File: src/rtl/accum_ctrl.sv
// rtl/accum_ctrl.sv - one-add-per-press accumulate sequencer around an external multi-cycle adder
// Optional saturation on carry-out: define ACCUM_SAT_EN.
module accum_ctrl #(
  parameter int ADDER_LAT   = 1,
  parameter int SYNC_STAGES = 2
) (
  input  logic        Clk,
  input  logic        Reset,
  input  logic        Reset_Clear,
  input  logic        Run_Accumulate,
  input  logic [9:0]  SW,
  input  logic [16:0] Adder_S,
  input  logic        Adder_Cout,
  output logic [16:0] Adder_A,
  output logic [16:0] Adder_B,
  output logic [16:0] Out,
  output logic        Busy,
  output logic        Done,
  output logic        Overflow,
  output logic [7:0]  Op_Count
);

  typedef enum logic [1:0] {S_IDLE, S_WAIT, S_HOLD} state_t;

  localparam logic [3:0] LAT = 4'(ADDER_LAT);

  state_t                 state_q, state_d;
  logic [SYNC_STAGES-1:0] sync_q;
  logic                   run_s, run_q, rise;
  logic                   latch_op, capture;
  logic [9:0]             op_q;
  logic [3:0]             wait_cnt;
  logic [16:0]            acc_q;
  logic                   done_q, ovf_q;
  logic [7:0]             op_cnt_q;

  assign run_s = sync_q[SYNC_STAGES-1];
  assign rise  = run_s & ~run_q;

  always_ff @(posedge Clk or posedge Reset) begin
    if (Reset) begin
      sync_q <= '0;
      run_q  <= 1'b0;
    end else begin
      sync_q <= {sync_q[SYNC_STAGES-2:0], Run_Accumulate};
      run_q  <= run_s;
    end
  end

  always_ff @(posedge Clk or posedge Reset) begin
    if (Reset) state_q <= S_IDLE;
    else       state_q <= state_d;
  end

  always_comb begin
    state_d  = state_q;
    latch_op = 1'b0;
    capture  = 1'b0;
    case (state_q)
      S_IDLE: if (rise) begin
        latch_op = 1'b1;
        state_d  = S_WAIT;
      end
      S_WAIT: if (wait_cnt == 4'd1) begin
        capture = 1'b1;
        state_d = S_HOLD;
      end
      S_HOLD: if (!run_s) state_d = S_IDLE;
      default: state_d = S_IDLE;
    endcase
    // Clear aborts any operation and parks in HOLD so a held button cannot retrigger.
    if (Reset_Clear) begin
      state_d  = S_HOLD;
      latch_op = 1'b0;
      capture  = 1'b0;
    end
  end

  always_ff @(posedge Clk or posedge Reset) begin
    if (Reset) begin
      op_q     <= '0;
      wait_cnt <= '0;
      acc_q    <= '0;
      done_q   <= 1'b0;
      ovf_q    <= 1'b0;
      op_cnt_q <= '0;
    end else begin
      done_q <= capture;
      if (latch_op) begin
        op_q     <= SW;
        wait_cnt <= LAT;
      end else if (Reset_Clear) begin
        wait_cnt <= '0;
      end else if (state_q == S_WAIT && wait_cnt != 4'd0) begin
        wait_cnt <= wait_cnt - 4'd1;
      end
      if (Reset_Clear) begin
        acc_q    <= '0;
        ovf_q    <= 1'b0;
        op_cnt_q <= '0;
      end else if (capture) begin
`ifdef ACCUM_SAT_EN
        acc_q <= Adder_Cout ? 17'h1FFFF : Adder_S;
`else
        acc_q <= Adder_S;
`endif
        ovf_q    <= ovf_q | Adder_Cout;
        op_cnt_q <= op_cnt_q + 8'd1;
      end
    end
  end

  assign Out      = acc_q;
  assign Adder_A  = acc_q;
  assign Adder_B  = {7'b0, op_q};
  assign Busy     = (state_q == S_WAIT);
  assign Done     = done_q;
  assign Overflow = ovf_q;
  assign Op_Count = op_cnt_q;

endmodule

File: config.mk
export PLATFORM = sky130hd
export DESIGN_NAME = accum_ctrl
export DESIGN_NICKNAME = d
export VERILOG_FILES = /design/src/rtl/accum_ctrl.sv
export SDC_FILE = /design/constraint.sdc
export NUM_CORES = 1
export LEC_CHECK = 0
export CAP_MARGIN = 10
export CORE_MARGIN = 3
export CORE_UTILIZATION = 45
export CTS_BUF_LIST = sky130_fd_sc_hd__clkbuf_16
export CTS_CLUSTER_DIAMETER = 100
export DETAILED_ROUTE_END_ITERATION = 7
export PLACE_DENSITY = 0.85
export SETUP_SLACK_MARGIN = 0.2
export SYNTH_ARGS = -nofsm -noshare
export SYNTH_HDL_FRONTEND = slang
export SYNTH_SLANG_ARGS = --single-unit
File: constraint.sdc
create_clock -name Clk -period 3.9 [get_ports Clk]
set_input_delay 0.39 -clock Clk [delete_from_list [all_inputs] [get_ports Clk]]
set_output_delay 0.39 -clock Clk [all_outputs]
set_load 0.01 [all_outputs]
## After elaboration in Yosys (flattened, before gate mapping)

Index checks and enable logic that the tools add are counted.

- Output and inout bits: 62
- Register bits: 46

- Equality and inequality tests: 6
- Reductions and logical operators: 6
- Bitwise logic cells: 3
- $add $sub $neg: 2
- Mux-type cells: 20

Operator list:

| kind | number |
|---|---|
| two-way mux 17 bit | 2 |
| two-way mux 8 bit | 2 |
| two-way mux 4 bit | 3 |
| adder 8 x 1 -> 8 bit (second input constant) | 1 |
| two-way mux 1 bit | 8 |
| two-way mux 2 bit | 4 |
| != test 3 bit (second input constant) | 2 |
| case mux 2 bit (3 select lines) | 1 |
| equality test 4 x 1 -> 1 bit (second input constant) | 1 |
| nonzero test 4 bit | 1 |
| subtractor 4 x 1 -> 4 bit (second input constant) | 1 |
| != test 3 x 2 -> 1 bit (second input constant) | 1 |
| AND reduction 3 bit | 1 |
| nonzero test 3 bit | 1 |
| equality test 2 x 1 -> 1 bit (second input constant) | 1 |
| equality test 2 bit (second input constant) | 1 |
| logical NOT 2 bit | 1 |
| nonzero test 2 bit | 1 |
| bitwise AND 1 bit | 1 |
| logical AND 1 bit | 1 |
| inverter 1 bit | 1 |
| bitwise OR 1 bit | 1 |

## Longest topological paths before layout

- Depth after elaboration: 6
- Mapped depth: 7

## Least setup slack after synthesis

No wires, ideal clock.

- Path kind: register to register
- Start: reg wait_cnt[1]
- End: reg op_cnt_q[7], in the netlist Op_Count[7]
- Stages on the path, launching flop included: 8
- Clock period less this slack: 1909 ps
- Setup time: 128 ps
- Path buffers: 2
- Arrival time: 1782 ps
- Setup slack: 1991 ps
- Cell sequence: dfrtp_1 inv_1 ha_1 or3b_1 buf_2 clkbuf_8 nor4_4 mux2_1

- Word-level cells in the longest chain between the ends: 5

RTL lines:

| what | RTL line | text |
|---|---|---|
| start: declaration | 32 | `logic [3:0] wait_cnt;` |
| start signal: assignment | 95 | `wait_cnt <= wait_cnt - 4'd1;` |
| equality test 4 x 1 -> 1 bit | 64 | `S_WAIT: if (wait_cnt == 4'd1) begin` |
| two-way mux 1 bit | 64 |  |
| two-way mux 1 bit | 59 | `case (state_q)` |
| two-way mux 1 bit | 72 | `if (Reset_Clear) begin` |
| nonzero test 2 bit (no line) | - |  |
| end signal: assignment | 108 | `op_cnt_q <= op_cnt_q + 8'd1;` |
| end: declaration | 35 | `logic [7:0] op_cnt_q;` |

No other way between the ends.
A chain may end at the register's enable or synchronous reset.

## Final worst setup path

- Start: reg wait_cnt[1]
- End: reg acc_q[3], in the netlist Adder_A[3]

- Word-level cells in the longest chain between the ends: 5

RTL lines:

| what | RTL line | text |
|---|---|---|
| equality test 4 x 1 -> 1 bit | 64 |  |
| two-way mux 1 bit | 64 |  |
| two-way mux 1 bit | 59 |  |
| two-way mux 1 bit | 72 |  |
| nonzero test 2 bit (no line) | - |  |
| end signal: assignment | 105 | `acc_q <= Adder_S;` |
| end: declaration | 33 | `logic [16:0] acc_q;` |

No other way between the ends.

==> results.md <==
- Status: completed
- Post-CTS setup buffers: 0
- FP Rows: 24
- Slowest stage delay, CP: 620 ps
- Slew Limit Fails: 0
- CP endpoint: Adder_A[3]
- Final Hold Fails: 0
- Grt ovf: 0
- Switching share of power: 21.8%
- Setup crit end kind: flop
- Comb pwr share: 13.9%
- DP Cell Count: 285
- Worst Setup Path Type: reg -> reg
- Total core area: 4440 um^2
- Vias/cell: 5.34
- Ports: 94
- Clock sink count: 46
- Sequential power share: a little under half
- Vias: 1565
- Worst Setup SP: wait_cnt[1]
- Largest net degree at the start of global routing: 47
- CTS tree: done
- Tmin final: 2150 ps
- Post-DR wirelength/cell: 15.0 um
- Root Driver: clkbuf_16
- # DRC: 0
- P_sw: 0.000254 W
- Fill count: 366
- Initial Util: ~48%
- CTS Buffer Depth: 2
- Worst R2R Start: wait_cnt[1]
- PD cells: 386 nW/um^2
- Largest area contributor in the netlist: dfrtp_1
- Worst reg-to-reg setup slack: 1750 ps
- First-pass GRT wire length: 6.92 mm
- CP max stage cell: nor3_4
- Internal power: 0.000910 W
- Register area share after synthesis: a little over half
- Resized Gates After CTS: 0
- #FFs+latches synth: 46
- H-tree Lvls: 2
- Starting DRT DRC Count: 93
- Critical path depth: 5
- Vias in the first global route: 1518
- Full die area: 5570 um^2
- Clock Skews: 6.55 ps
- HP Class: reg -> reg
- Reg2Reg Capture Point: Adder_A[3]
- Ant diodes: 0
- Total CTS buffers: 5
- Leak: 1.28 nW
- Maximum clock frequency: 0.464 GHz
- Setup TNS: 0 ps
- GPL Wtd Cong: ~0.73
- Syn Area/Cell: roughly 12 um^2
- Synth unique cells: 34
- Synth top area share: between 50% and 60%
- Final setup violation count: 0
- CTS Hold Buffers Added: 0
- Period utilization: between 50% and 60%
- Worst path cell trace: inv_1, ha_1, or3b_1, nor3_4, a22o_1
- CP Max Fanout: 19
- Worst skew pair latency: 280 ps
- RSZ-0062 raised after global routing: false
- Largest delay share family, worst path: simple AND/OR/NAND/NOR gates
- Drt first pass iters: 4
- Detailed placement HPWL: ~3.2 mm
- Synth top area cells: dfrtp_1 54%, buf_4 8.9%, a22o_1 7.4%, mux2_2 5.3%, ha_1 2.4%
- PortBufs: 86
- Reg2reg path depth: 5
- Total Routing Usage GR: 16.3%
- Synth-to-Final Area Change: 42.3%
- Area of the mapped netlist: 2120 um^2
- Max-cap viol count: 0
- Final cell count without fillers: roughly 290
- Antenna violations before repair: 0
- Worst-Margin Slew: 925 ps
- Arr. time, crit path: 2370 ps
- Worst vdd ir: 0.307 mV
- CP Launch Type: flop
- Post-DRT Antenna Nets: 0
- Yosys warnings: 0
- Layout cells sized above 1: roughly a tenth
- Die Span Y: 74.6 um
- Die W: 74.6 um
- Bufs and invs on worst path: 1
- Cells after synthesis: around 170
- Clock power share: 41.0%
- Fin nets: 276
- Routed wire length: 4.39 mm
- Critical path data required time: a little over 4000 ps
- Clock transition at path regs: 60 ps
- Worst slew margin: 38.3%
[kinds of logic after synthesis]
group / count (synthesis) / share of synthesized area [%]
flip-flops: 46 / 54.3
AO/OA/AOI/OAI: 41 / 14.0
buffers and inverters: 38 / 11.7
AND/OR/NAND/NOR: 31 / 11.6
multiplexers: 11 / 5.85
adder cells (fa/ha/maj): 4 / 2.36
other: 1 / 0.177
[metal layers]
layer | vias up | part of all wire, % | track usage, % | wire [um]
li1 | 729 | - | - | -
met2 | 61 | 52 | 28.3 | 2290
met5 | - | 0 | 0 | 0
met1 | 770 | 40 | 19.0 | 1750
met4 | 0 | 1.1 | 4.74 | 47
met3 | 5 | 6.9 | 5.87 | 303
[flip-flops by register name, summed over array words and instances (netlist names)]
name      count
state_q       2
wait_cnt      4
op_q         10
sync_q        2
run_q         1
Op_Count      8
Done          1
Overflow      1
Adder_A      17
[stage by stage]
step	setup slack [ps]	hold slack, ps	power (W)	instance area [um^2]	utilization (%)
6_report	1750	348	0.00116	3010	67.8
5_1_grt	1540	372	0.00121	3010	67.8
4_1_cts	1710	349	0.00118	3010	67.8
3_5_place_dp	1530	335	0.000697	2850	64.0
3_3_place_gp	1600	333	0.000692	2850	64.0
2_1_floorplan	1990	331	0.000604	2140	-
[cells in the mapped netlist]
library cell and instances:
nor3b_1 2, clkbuf_8 1, nand4_1 1, buf_2 1, dfrtp_1 46, nor2_1 3
conb_1 1, nand2b_4 1, inv_1 7, a21oi_2 1, nor4_4 1, or4b_4 1
ha_1 4, mux2_1 1, a21oi_1 7, or4_1 6, nor2b_1 1, clkbuf_1 4
or3_1 5, nand2_1 2, nand3_1 1, nor2_4 1, nor3_4 1, o31ai_1 4
nor4b_1 1, a31oi_1 2, a22o_1 18, or3b_1 1, nand4b_1 1, buf_4 25
o21ai_0 6, a211oi_1 3, nand3b_1 2, mux2_2 10
[worst min path at each step]
| stage | startpoint | endpoint | slack, ps | depth (start not counted) |
|---|---|---|---|---|
| after detailed placement | sync_q[0] | sync_q[1] | 330 | 0 |
| after CTS | sync_q[0] | sync_q[1] | 350 | 0 |
| final | sync_q[0] | sync_q[1] | 350 | 0 |
| after floorplan | sync_q[0] | sync_q[1] | 330 | 0 |
| after global routing | sync_q[0] | sync_q[1] | 370 | 0 |
| after global placement | sync_q[0] | sync_q[1] | 330 | 0 |
[cell usage in the layout, fill, tap and decap left out, types with 2 or more instances in the layout]
master and count:
nor2_1 3, or3_1 5, nor3b_1 2, a21oi_1 7
dfrtp_1 46, ha_1 4, nand2_1 2, mux2_2 10
inv_1 6, a31oi_1 2, a22o_1 18, or4_1 6
conb_1 7, o31ai_1 4, o21ai_0 6, a211oi_1 3
nand3b_1 2, clkbuf_16 5, clkdlybuf4s50_1 86
[power by group through the flow]
stage                     combinational [W]  sequential, W  clock (W)
after global routing               0.000175       0.000529   0.000511
after CTS                          0.000164       0.000525   0.000490
after global placement             0.000161       0.000531          0
final                              0.000162       0.000525   0.000478
after detailed placement           0.000163       0.000534          0
after floorplan                   0.0000584       0.000545          0
[layout make-up]
type | instances | area, um^2 | area share [%]
timing repair buffer | 86 | 861 | 28.6
tap | 52 | 65.1 | 2.16
sequential | 46 | 1150 | 38.2
clock buffer | 5 | 125 | 4.15
inverter | 7 | 26.3 | 0.872
clock inverter | 3 | 43.8 | 1.45
multi-input combinational | 94 | 742 | 24.6
(Power assumes the default switching activity.)
